File: src/rtl/uart_pkg.sv
// Shared definitions for the buffered UART transmitter: parity encodings,
// transmit FSM state type and the parity helper.
package uart_pkg;

    localparam int PAR_NONE = 0;
    localparam int PAR_ODD  = 1;
    localparam int PAR_EVEN = 2;

    typedef enum logic [2:0] {
        IDLE  = 3'd0,
        START = 3'd1,
        DATA  = 3'd2,
        PAR   = 3'd3,
        STOP  = 3'd4
    } tx_state_t;

    // Parity over the low nbits of bits; odd parity is the inverted XOR.
    function automatic logic parity_bit(input logic [7:0] bits, input int nbits, input int mode);
        logic x;
        x = 1'b0;
        for (int i = 0; i < 8; i++) begin
            if (i < nbits) begin
                x = x ^ bits[i];
            end else begin
                x = x;
            end
        end
        if (mode == PAR_ODD) begin
            parity_bit = ~x;
        end else begin
            parity_bit = x;
        end
    endfunction

endpackage

File: src/rtl/uart_fifo.sv
// Synchronous FIFO with registered full/empty/level flags. The head entry is
// presented combinationally on rdata so the consumer can pop and load in one
// cycle.
module uart_fifo #(
    parameter int WIDTH = 8,
    parameter int DEPTH = 16
) (
    input  logic                       clk,
    input  logic                       reset_n,
    input  logic                       wr,
    input  logic [WIDTH-1:0]           wdata,
    input  logic                       rd,
    output logic [WIDTH-1:0]           rdata,
    output logic                       full,
    output logic                       empty,
    output logic                       empty_next,
    output logic [$clog2(DEPTH+1)-1:0] level
);

    localparam int AW = (DEPTH > 1) ? $clog2(DEPTH) : 1;
    localparam int LW = $clog2(DEPTH + 1);

    logic [WIDTH-1:0] mem_r [DEPTH];
    logic [AW-1:0]    wr_ptr_r;
    logic [AW-1:0]    rd_ptr_r;
    logic [LW-1:0]    level_r;
    logic [LW-1:0]    level_next_s;
    logic             full_r;
    logic             empty_r;
    logic             push_s;
    logic             pop_s;

    // A write is taken only when there is room; a pop only when data exists.
    always_comb begin
        push_s       = wr & ~full_r;
        pop_s        = rd & ~empty_r;
        level_next_s = level_r;
        if (push_s && !pop_s) begin
            level_next_s = level_r + LW'(1);
        end else if (!push_s && pop_s) begin
            level_next_s = level_r - LW'(1);
        end else begin
            level_next_s = level_r;
        end
        empty_next = (level_next_s == LW'(0));
    end

    // Storage array; contents need no reset since pointers gate visibility.
    always_ff @(posedge clk) begin
        if (push_s) begin
            mem_r[wr_ptr_r] <= wdata;
        end else begin
            mem_r[wr_ptr_r] <= mem_r[wr_ptr_r];
        end
    end

    // Pointers wrap naturally because DEPTH is a power of two.
    always_ff @(posedge clk or negedge reset_n) begin
        if (!reset_n) begin
            wr_ptr_r <= '0;
            rd_ptr_r <= '0;
        end else begin
            if (push_s) begin
                wr_ptr_r <= wr_ptr_r + AW'(1);
            end else begin
                wr_ptr_r <= wr_ptr_r;
            end
            if (pop_s) begin
                rd_ptr_r <= rd_ptr_r + AW'(1);
            end else begin
                rd_ptr_r <= rd_ptr_r;
            end
        end
    end

    // Occupancy and status flags, all registered from the next occupancy.
    always_ff @(posedge clk or negedge reset_n) begin
        if (!reset_n) begin
            level_r <= '0;
            full_r  <= 1'b0;
            empty_r <= 1'b1;
        end else begin
            level_r <= level_next_s;
            full_r  <= (level_next_s == LW'(DEPTH));
            empty_r <= empty_next;
        end
    end

    assign rdata = mem_r[rd_ptr_r];
    assign full  = full_r;
    assign empty = empty_r;
    assign level = level_r;

endmodule

File: src/rtl/uart_tx_buf.sv
// Buffered UART transmitter: a write FIFO feeding a frame serializer paced by
// a fractional baud accumulator. Frames run back-to-back while data is queued.
module uart_tx_buf
    import uart_pkg::*;
#(
    parameter int BAUD      = 115200,
    parameter int IN_CLOCK  = 50000000,
    parameter int DATA_BITS = 8,
    parameter int PARITY    = 0,
    parameter int STOP_BITS = 1,
    parameter int DEPTH     = 16
) (
    input  logic                       clk,
    input  logic                       reset_n,
    input  logic                       wr,
    input  logic [DATA_BITS-1:0]       data,
    output logic                       full,
    output logic [$clog2(DEPTH+1)-1:0] level,
    output logic                       idle,
    output logic                       overflow,
    input  logic                       ovf_clr,
    output logic                       uart_tx
);

    // Baud accumulator
    logic [31:0]          acc_r;
    logic [32:0]          sum_s;
    logic [32:0]          acc_next_s;
    logic                 tick_s;

    // FIFO interface
    logic [DATA_BITS-1:0] head_s;
    logic [7:0]           head8_s;
    logic                 fifo_empty_s;
    logic                 fifo_empty_next_s;
    logic                 pop_s;

    // Serializer
    tx_state_t            state_r;
    tx_state_t            state_next_s;
    logic [DATA_BITS-1:0] shift_r;
    logic [DATA_BITS-1:0] shift_next_s;
    logic [2:0]           bit_cnt_r;
    logic [2:0]           bit_cnt_next_s;
    logic                 stop_cnt_r;
    logic                 stop_cnt_next_s;
    logic                 par_r;
    logic                 par_next_s;
    logic                 tx_r;
    logic                 tx_next_s;
    logic                 load_s;

    // Status
    logic                 idle_r;
    logic                 ovf_r;
    logic                 ovf_set_s;

    uart_fifo #(
        .WIDTH (DATA_BITS),
        .DEPTH (DEPTH)
    ) u_fifo (
        .clk        (clk),
        .reset_n    (reset_n),
        .wr         (wr),
        .wdata      (data),
        .rd         (pop_s),
        .rdata      (head_s),
        .full       (full),
        .empty      (fifo_empty_s),
        .empty_next (fifo_empty_next_s),
        .level      (level)
    );

    // Fractional baud step: tick whenever the accumulator would reach IN_CLOCK.
    always_comb begin
        sum_s  = {1'b0, acc_r} + 33'(BAUD);
        tick_s = (sum_s >= 33'(IN_CLOCK));
        if (tick_s) begin
            acc_next_s = sum_s - 33'(IN_CLOCK);
        end else begin
            acc_next_s = sum_s;
        end
    end

    // Head entry zero-extended to the width of the parity helper.
    always_comb begin
        head8_s                = 8'd0;
        head8_s[DATA_BITS-1:0] = head_s;
    end

    // Serializer next-state logic; the line only moves on a tick.
    always_comb begin
        state_next_s    = state_r;
        shift_next_s    = shift_r;
        bit_cnt_next_s  = bit_cnt_r;
        stop_cnt_next_s = stop_cnt_r;
        par_next_s      = par_r;
        tx_next_s       = tx_r;
        load_s          = 1'b0;
        pop_s           = 1'b0;
        if (tick_s) begin
            case (state_r)
                IDLE: begin
                    tx_next_s = 1'b1;
                    load_s    = ~fifo_empty_s;
                end
                START: begin
                    tx_next_s      = shift_r[0];
                    shift_next_s   = shift_r >> 1;
                    bit_cnt_next_s = 3'd0;
                    state_next_s   = DATA;
                end
                DATA: begin
                    if (bit_cnt_r == 3'(DATA_BITS - 1)) begin
                        if (PARITY != PAR_NONE) begin
                            tx_next_s    = par_r;
                            state_next_s = PAR;
                        end else begin
                            tx_next_s       = 1'b1;
                            stop_cnt_next_s = 1'b0;
                            state_next_s    = STOP;
                        end
                    end else begin
                        tx_next_s      = shift_r[0];
                        shift_next_s   = shift_r >> 1;
                        bit_cnt_next_s = bit_cnt_r + 3'd1;
                    end
                end
                PAR: begin
                    tx_next_s       = 1'b1;
                    stop_cnt_next_s = 1'b0;
                    state_next_s    = STOP;
                end
                STOP: begin
                    if (stop_cnt_r == 1'(STOP_BITS - 1)) begin
                        // Last stop bit ends: chain straight into the next frame if queued.
                        tx_next_s    = 1'b1;
                        state_next_s = IDLE;
                        load_s       = ~fifo_empty_s;
                    end else begin
                        stop_cnt_next_s = stop_cnt_r + 1'b1;
                    end
                end
                default: begin
                    tx_next_s    = 1'b1;
                    state_next_s = IDLE;
                end
            endcase
        end else begin
            state_next_s = state_r;
        end
        if (load_s) begin
            pop_s        = 1'b1;
            shift_next_s = head_s;
            par_next_s   = parity_bit(head8_s, DATA_BITS, PARITY);
            tx_next_s    = 1'b0;
            state_next_s = START;
        end else begin
            pop_s = 1'b0;
        end
    end

    // Baud accumulator register.
    always_ff @(posedge clk or negedge reset_n) begin
        if (!reset_n) begin
            acc_r <= 32'd0;
        end else begin
            acc_r <= acc_next_s[31:0];
        end
    end

    // Serializer state, shifter and line register; reset forces the line idle.
    always_ff @(posedge clk or negedge reset_n) begin
        if (!reset_n) begin
            state_r    <= IDLE;
            shift_r    <= '0;
            bit_cnt_r  <= 3'd0;
            stop_cnt_r <= 1'b0;
            par_r      <= 1'b0;
            tx_r       <= 1'b1;
        end else begin
            state_r    <= state_next_s;
            shift_r    <= shift_next_s;
            bit_cnt_r  <= bit_cnt_next_s;
            stop_cnt_r <= stop_cnt_next_s;
            par_r      <= par_next_s;
            tx_r       <= tx_next_s;
        end
    end

    assign ovf_set_s = wr & full;

    // Idle flag and sticky overflow; a dropped write beats a same-cycle clear.
    always_ff @(posedge clk or negedge reset_n) begin
        if (!reset_n) begin
            idle_r <= 1'b1;
            ovf_r  <= 1'b0;
        end else begin
            idle_r <= (state_next_s == IDLE) && fifo_empty_next_s;
            if (ovf_set_s) begin
                ovf_r <= 1'b1;
            end else if (ovf_clr) begin
                ovf_r <= 1'b0;
            end else begin
                ovf_r <= ovf_r;
            end
        end
    end

    assign uart_tx  = tx_r;
    assign idle     = idle_r;
    assign overflow = ovf_r;

endmodule

File: config.mk
export PLATFORM = sky130hd
export DESIGN_NAME = uart_tx_buf
export DESIGN_NICKNAME = d
export VERILOG_FILES = /design/src/rtl/uart_pkg.sv /design/src/rtl/uart_fifo.sv /design/src/rtl/uart_tx_buf.sv
export SDC_FILE = /design/constraint.sdc
export NUM_CORES = 1
export LEC_CHECK = 0
export CAP_MARGIN = 10
export CORE_MARGIN = 2
export CORE_UTILIZATION = 56
export CTS_CLUSTER_SIZE = 30
export DETAILED_ROUTE_END_ITERATION = 16
export DONT_BUFFER_PORTS = 1
export PLACE_DENSITY = 0.77
export SLEW_MARGIN = 20
export SYNTH_ARGS = -nofsm -noshare
export SYNTH_HDL_FRONTEND = slang
export SYNTH_SLANG_ARGS = --single-unit
File: constraint.sdc
create_clock -name clk -period 2.75 [get_ports clk]
set_input_delay 0.825 -clock clk [delete_from_list [all_inputs] [get_ports clk]]
set_output_delay 0.825 -clock clk [all_outputs]
set_load 0.005 [all_outputs]
==> summary.md <==
| Metric | Value |
|---|---|
| R2R Path Start | `acc_r[10]$_DFF_PN0_` |
| Setup-failing EPs final | `47` |
| R2R setup slack | `-0.35 ns` |
| Top-level I/O count | `21` |
| Initial drt markers | `about 380` |
| Logic gate share of total power | `12.1%` |
| CTS max path bufs | `2` |
| P per Cell Area | `approximately 610 nW/um^2` |
| Per-cell routed wire length | `21.66 um` |
| Worst Setup Slack, final | `-0.3461 ns` |
| Data required time of the critical path | `3.10 ns` |
| Part of the Yosys area used for sequential elements | `61.21%` |
| IR Drop Worst-Case VDD | `0.5556 mV` |
| Overall power | `6.624 mW` |
| Area share of the largest cell type after synthesis | `44.61%` |
| Via count of the first global-routing pass | `between 5k and 6k` |
| CTS Hold Buffers Added | `0` |
| Final global-route overflow total | `0` |
| Startpoint type of the worst setup path | `flip-flop` |
| Class of the tightest hold or removal check | `input pin to asynchronous set/reset pin` |
| Design internal power | `4.936 mW` |
| First-pass GRT wire length | `31.42 mm` |
| Most frequent cell after synthesis | `sky130_fd_sc_hd__edfxtp_1` |
| Core Rows | `45` |
| TritonCTS clock tree | `built` |
| Violations in the final reports | `setup timing` |
| Overall die height | `128.0 um` |
| Detail Placement HPWL | `12.81 mm` |
| Max frequency | `323.0 MHz` |
| Synth Flop Type | `sky130_fd_sc_hd__edfxtp_1` |
| Via density per instance | `6.176` |
| Total clock sinks | `185` |
| Final Critical Period | `3.096 ns` |
| Gp weighted congestion | `0.8874` |
| Switching portion of total power | `about 25%` |
| Number of maximum-capacitance constraint violations | `0` |
| Buffers on Ports | `0` |
| Fraction of final layout cells sized beyond drive strength 1 | `39.17%` |
| Worst rel slew slack | `54.12%` |
| Clock tree skew after final layout | `slightly below 0.007 ns` |
| Core ar. | `between 15000 and 20000 um^2` |
| Setup repair after global routing missed its margin | `true` |
| Cell count after synthesis | `609` |
| Reg-to-reg endpoint | `idle$_DFF_PN1_` |
| Starting density of the core | `57.10%` |
| Total leakage power | `3.994 nW` |
| Critical path endpoint category | `flip-flop` |
| Root buffer selected by CTS | `sky130_fd_sc_hd__clkbuf_16` |
| Post-synth top cells | `sky130_fd_sc_hd__edfxtp_1, sky130_fd_sc_hd__dfrtp_1, sky130_fd_sc_hd__nor2_1` |
| Status | `finished with violations` |
| Largest driver fanout on the critical path | `6` |
| Fillers | `902` |
| Power share of the clock group | `36.1%` |
| Number of library cell types mapped by synthesis | `73` |
| Number of buffers created by CTS | `17` |
| Post-synthesis sequential element count | `185` |
| Largest net degree at the start of global routing | `58` |
| Accumulated negative setup slack | `-6.242 ns` |
| Final Cycle Share | `112.6%` |
| Final-report hold violation count | `0` |
| Area of the multi-input gates | `3591 um^2` |
| Worst-Skew Late Latency | `between 0.4 and 0.5 ns` |
| Clock slew at the register clock pins of the worst setup and hold paths | `0.07 ns` |
| Worst-case setup slack after placement | `-0.3698 ns` |
| Leading post-synthesis cells by cell area | `sky130_fd_sc_hd__edfxtp_1, sky130_fd_sc_hd__dfrtp_1, sky130_fd_sc_hd__mux4_2` |
| Path depth of the worst reg2reg path | `13` |
| Seq pwr share | `51.8%` |
| Sequential cell area in the final layout | `5280 um^2` |
| Total number of vias | `5781` |
| Yosys top cell by area | `sky130_fd_sc_hd__edfxtp_1` |
| Synth Net Count | `633` |
| Net switching power | `1.687 mW` |
| Final core area utilization | `71.82%` |
| Total inserted antenna cells | `0` |
| Start-to-end type of the worst setup path | `flip-flop to flip-flop` |
| Post-synth design cell area | `8616 um^2` |
| Post-route DRC violation count | `0` |
| Measured slew at the worst slew-check pin | `between 0.6 and 0.7 ns` |
| Number of iterations in the first detailed-routing pass | `6` |
| Worst Hold Slack | `0.08477 ns` |
| Number of warnings issued by yosys | `0` |
| Antenna-violating nets left | `0` |
| Number of nets at the end of the flow | `760` |
| Area of the die | `16390 um^2` |
| P&R area growth vs syn | `25.79%` |
| Average footprint of a synthesized cell | `about 14 um^2` |
| Arrival time of data at the critical path endpoint | `3.44 ns` |
| Fraction of registers with async set/reset | `30.81%` |
| Die W | `128.0 um` |
| Number of levels the H-tree was split into | `4` |
| Number of antenna violations at the first check in global routing | `0` |
| Final-report max-slew violation count | `0` |
| Total length of routed wires | `between 20 and 25 mm` |
| Overall Global Routing Usage | `25.41%` |
| Number of synthesized flops with an enable pin | `128` |
==> layout by cell type, fill, tap and decap left out, types with 4 or more instances in the layout <==
| cell | n |
|---|---|
| sky130_fd_sc_hd__a21oi_1 | 12 |
| sky130_fd_sc_hd__a21oi_2 | 4 |
| sky130_fd_sc_hd__mux4_2 | 31 |
| sky130_fd_sc_hd__a221oi_1 | 6 |
| sky130_fd_sc_hd__edfxtp_1 | 128 |
| sky130_fd_sc_hd__nand2b_1 | 5 |
| sky130_fd_sc_hd__nor2_1 | 40 |
| sky130_fd_sc_hd__nand2_1 | 35 |
| sky130_fd_sc_hd__or3_1 | 4 |
| sky130_fd_sc_hd__buf_6 | 12 |
| sky130_fd_sc_hd__nand4_1 | 6 |
| sky130_fd_sc_hd__clkbuf_16 | 17 |
| sky130_fd_sc_hd__ha_1 | 11 |
| sky130_fd_sc_hd__dfrtp_2 | 5 |
| sky130_fd_sc_hd__o211ai_1 | 4 |
| sky130_fd_sc_hd__dfrtp_1 | 49 |
| sky130_fd_sc_hd__a22oi_1 | 4 |
| sky130_fd_sc_hd__o21ai_0 | 13 |
| sky130_fd_sc_hd__and3_1 | 6 |
| sky130_fd_sc_hd__nor2_2 | 6 |
| sky130_fd_sc_hd__and2_1 | 5 |
| sky130_fd_sc_hd__nand3_1 | 13 |
| sky130_fd_sc_hd__mux2i_1 | 15 |
| sky130_fd_sc_hd__nor3_1 | 11 |
| sky130_fd_sc_hd__xor2_1 | 14 |
| sky130_fd_sc_hd__nor2b_1 | 4 |
| sky130_fd_sc_hd__o22ai_1 | 5 |
| sky130_fd_sc_hd__nor4_4 | 4 |
| sky130_fd_sc_hd__buf_4 | 121 |
| sky130_fd_sc_hd__nor3_2 | 6 |
| sky130_fd_sc_hd__xnor2_2 | 6 |
| sky130_fd_sc_hd__xnor2_1 | 28 |
| sky130_fd_sc_hd__inv_1 | 14 |
==> power groups by stage <==
stage,Clock (mW),Combinational [mW],Sequential [mW]
2_1_floorplan,0,0.518,3.41
3_3_place_gp,0,0.651,3.45
3_5_place_dp,0,0.688,3.48
4_1_cts,2.41,0.754,3.43
5_1_grt,2.53,0.867,3.45
6_report,2.39,0.801,3.43
==> layout make-up <==
cell class | instances | share of cell area (%)
clock inverter | 13 | 1.362
timing repair buffer | 136 | 10.14
clock buffer | 18 | 3.960
inverter | 15 | 0.5195
multi-input combinational | 381 | 33.13
sequential | 185 | 48.72
tap | 188 | 2.170
==> per-layer routing <==
layer | part of all wire [%] | vias to the layer above | global-route usage (%)
met4 | 3.1 | 0 | 8.985
met3 | 4.2 | 60 | 4.841
met5 | 0 | - | 0
met2 | 54 | 184 | 45.71
met1 | 39 | 2963 | 30.74
li1 | - | 2574 | -
==> critical path, cell delays in order (launching register included) <==
cell                       delay [ns]
sky130_fd_sc_hd__dfrtp_1         0.38
sky130_fd_sc_hd__buf_4           0.16
sky130_fd_sc_hd__nand3_4         0.11
sky130_fd_sc_hd__buf_4           0.18
sky130_fd_sc_hd__o21ai_4         0.17
sky130_fd_sc_hd__nand4_1         0.19
sky130_fd_sc_hd__xor2_2          0.27
sky130_fd_sc_hd__nand4_1         0.23
sky130_fd_sc_hd__buf_4           0.20
sky130_fd_sc_hd__a211o_4         0.32
sky130_fd_sc_hd__a21oi_2         0.16
sky130_fd_sc_hd__a221oi_2        0.10
sky130_fd_sc_hd__or2_4           0.30
sky130_fd_sc_hd__nor4_4          0.24
==> state kept, by name, indices dropped and copies added (netlist names) <==
| register | cells |
|---|---|
| u_fifo.full | 1 |
| state_r | 3 |
| acc_r | 25 |
| u_fifo.mem_r | 128 |
| bit_cnt_r | 3 |
| overflow | 1 |
| u_fifo.empty | 1 |
| u_fifo.wr_ptr_r | 4 |
| u_fifo.level | 5 |
| idle | 1 |
| shift_r | 8 |
| uart_tx | 1 |
| u_fifo.rd_ptr_r | 4 |
==> metrics by stage <==
| step | instances | area [um^2] |
|---|---|---|
| final | 936 | 10840 |
| after global routing | 936 | 10840 |
| after CTS | 922 | 10530 |
| after detailed placement | 873 | 9575 |
| after global placement | 873 | 9575 |
| after floorplan | 609 | 8696 |
==> cell families after synthesis <==
logic type      after synthesis  synth area share (%)
buf+inv                      43                 2.309
flops                       185                 61.21
fa+ha+maj                    12                 1.743
mux                          47                 9.962
compound gates               91                 8.045
simple gates                180                 11.37
xor+xnor                     51                 5.359
==> worst max-delay path by stage <==
stage / slack [ns] / from / cells after the start / endpoint
5_1_grt: -0.50 / acc_r[10]$_DFF_PN0_ / 13 / idle$_DFF_PN1_
2_1_floorplan: -0.12 / acc_r[10]$_DFF_PN0_ / 13 / idle$_DFF_PN1_
3_5_place_dp: -0.37 / acc_r[11]$_DFF_PN0_ / 11 / u_fifo.full$_DFF_PN0_
6_report: -0.35 / acc_r[10]$_DFF_PN0_ / 13 / idle$_DFF_PN1_
3_3_place_gp: -0.29 / acc_r[11]$_DFF_PN0_ / 11 / u_fifo.full$_DFF_PN0_
4_1_cts: -0.20 / acc_r[10]$_DFF_PN0_ / 13 / u_fifo.empty$_DFF_PN1_
==> timing repair <==
item	4_1_cts	5_1_grt
pin swaps	21	20
gates cloned	0	0
endpoints found under the setup margin	47	51
resized for setup	47	44
setup buffers	19	16
hold endpoints to repair	0	0
Power figures use the tool's default switching activity.
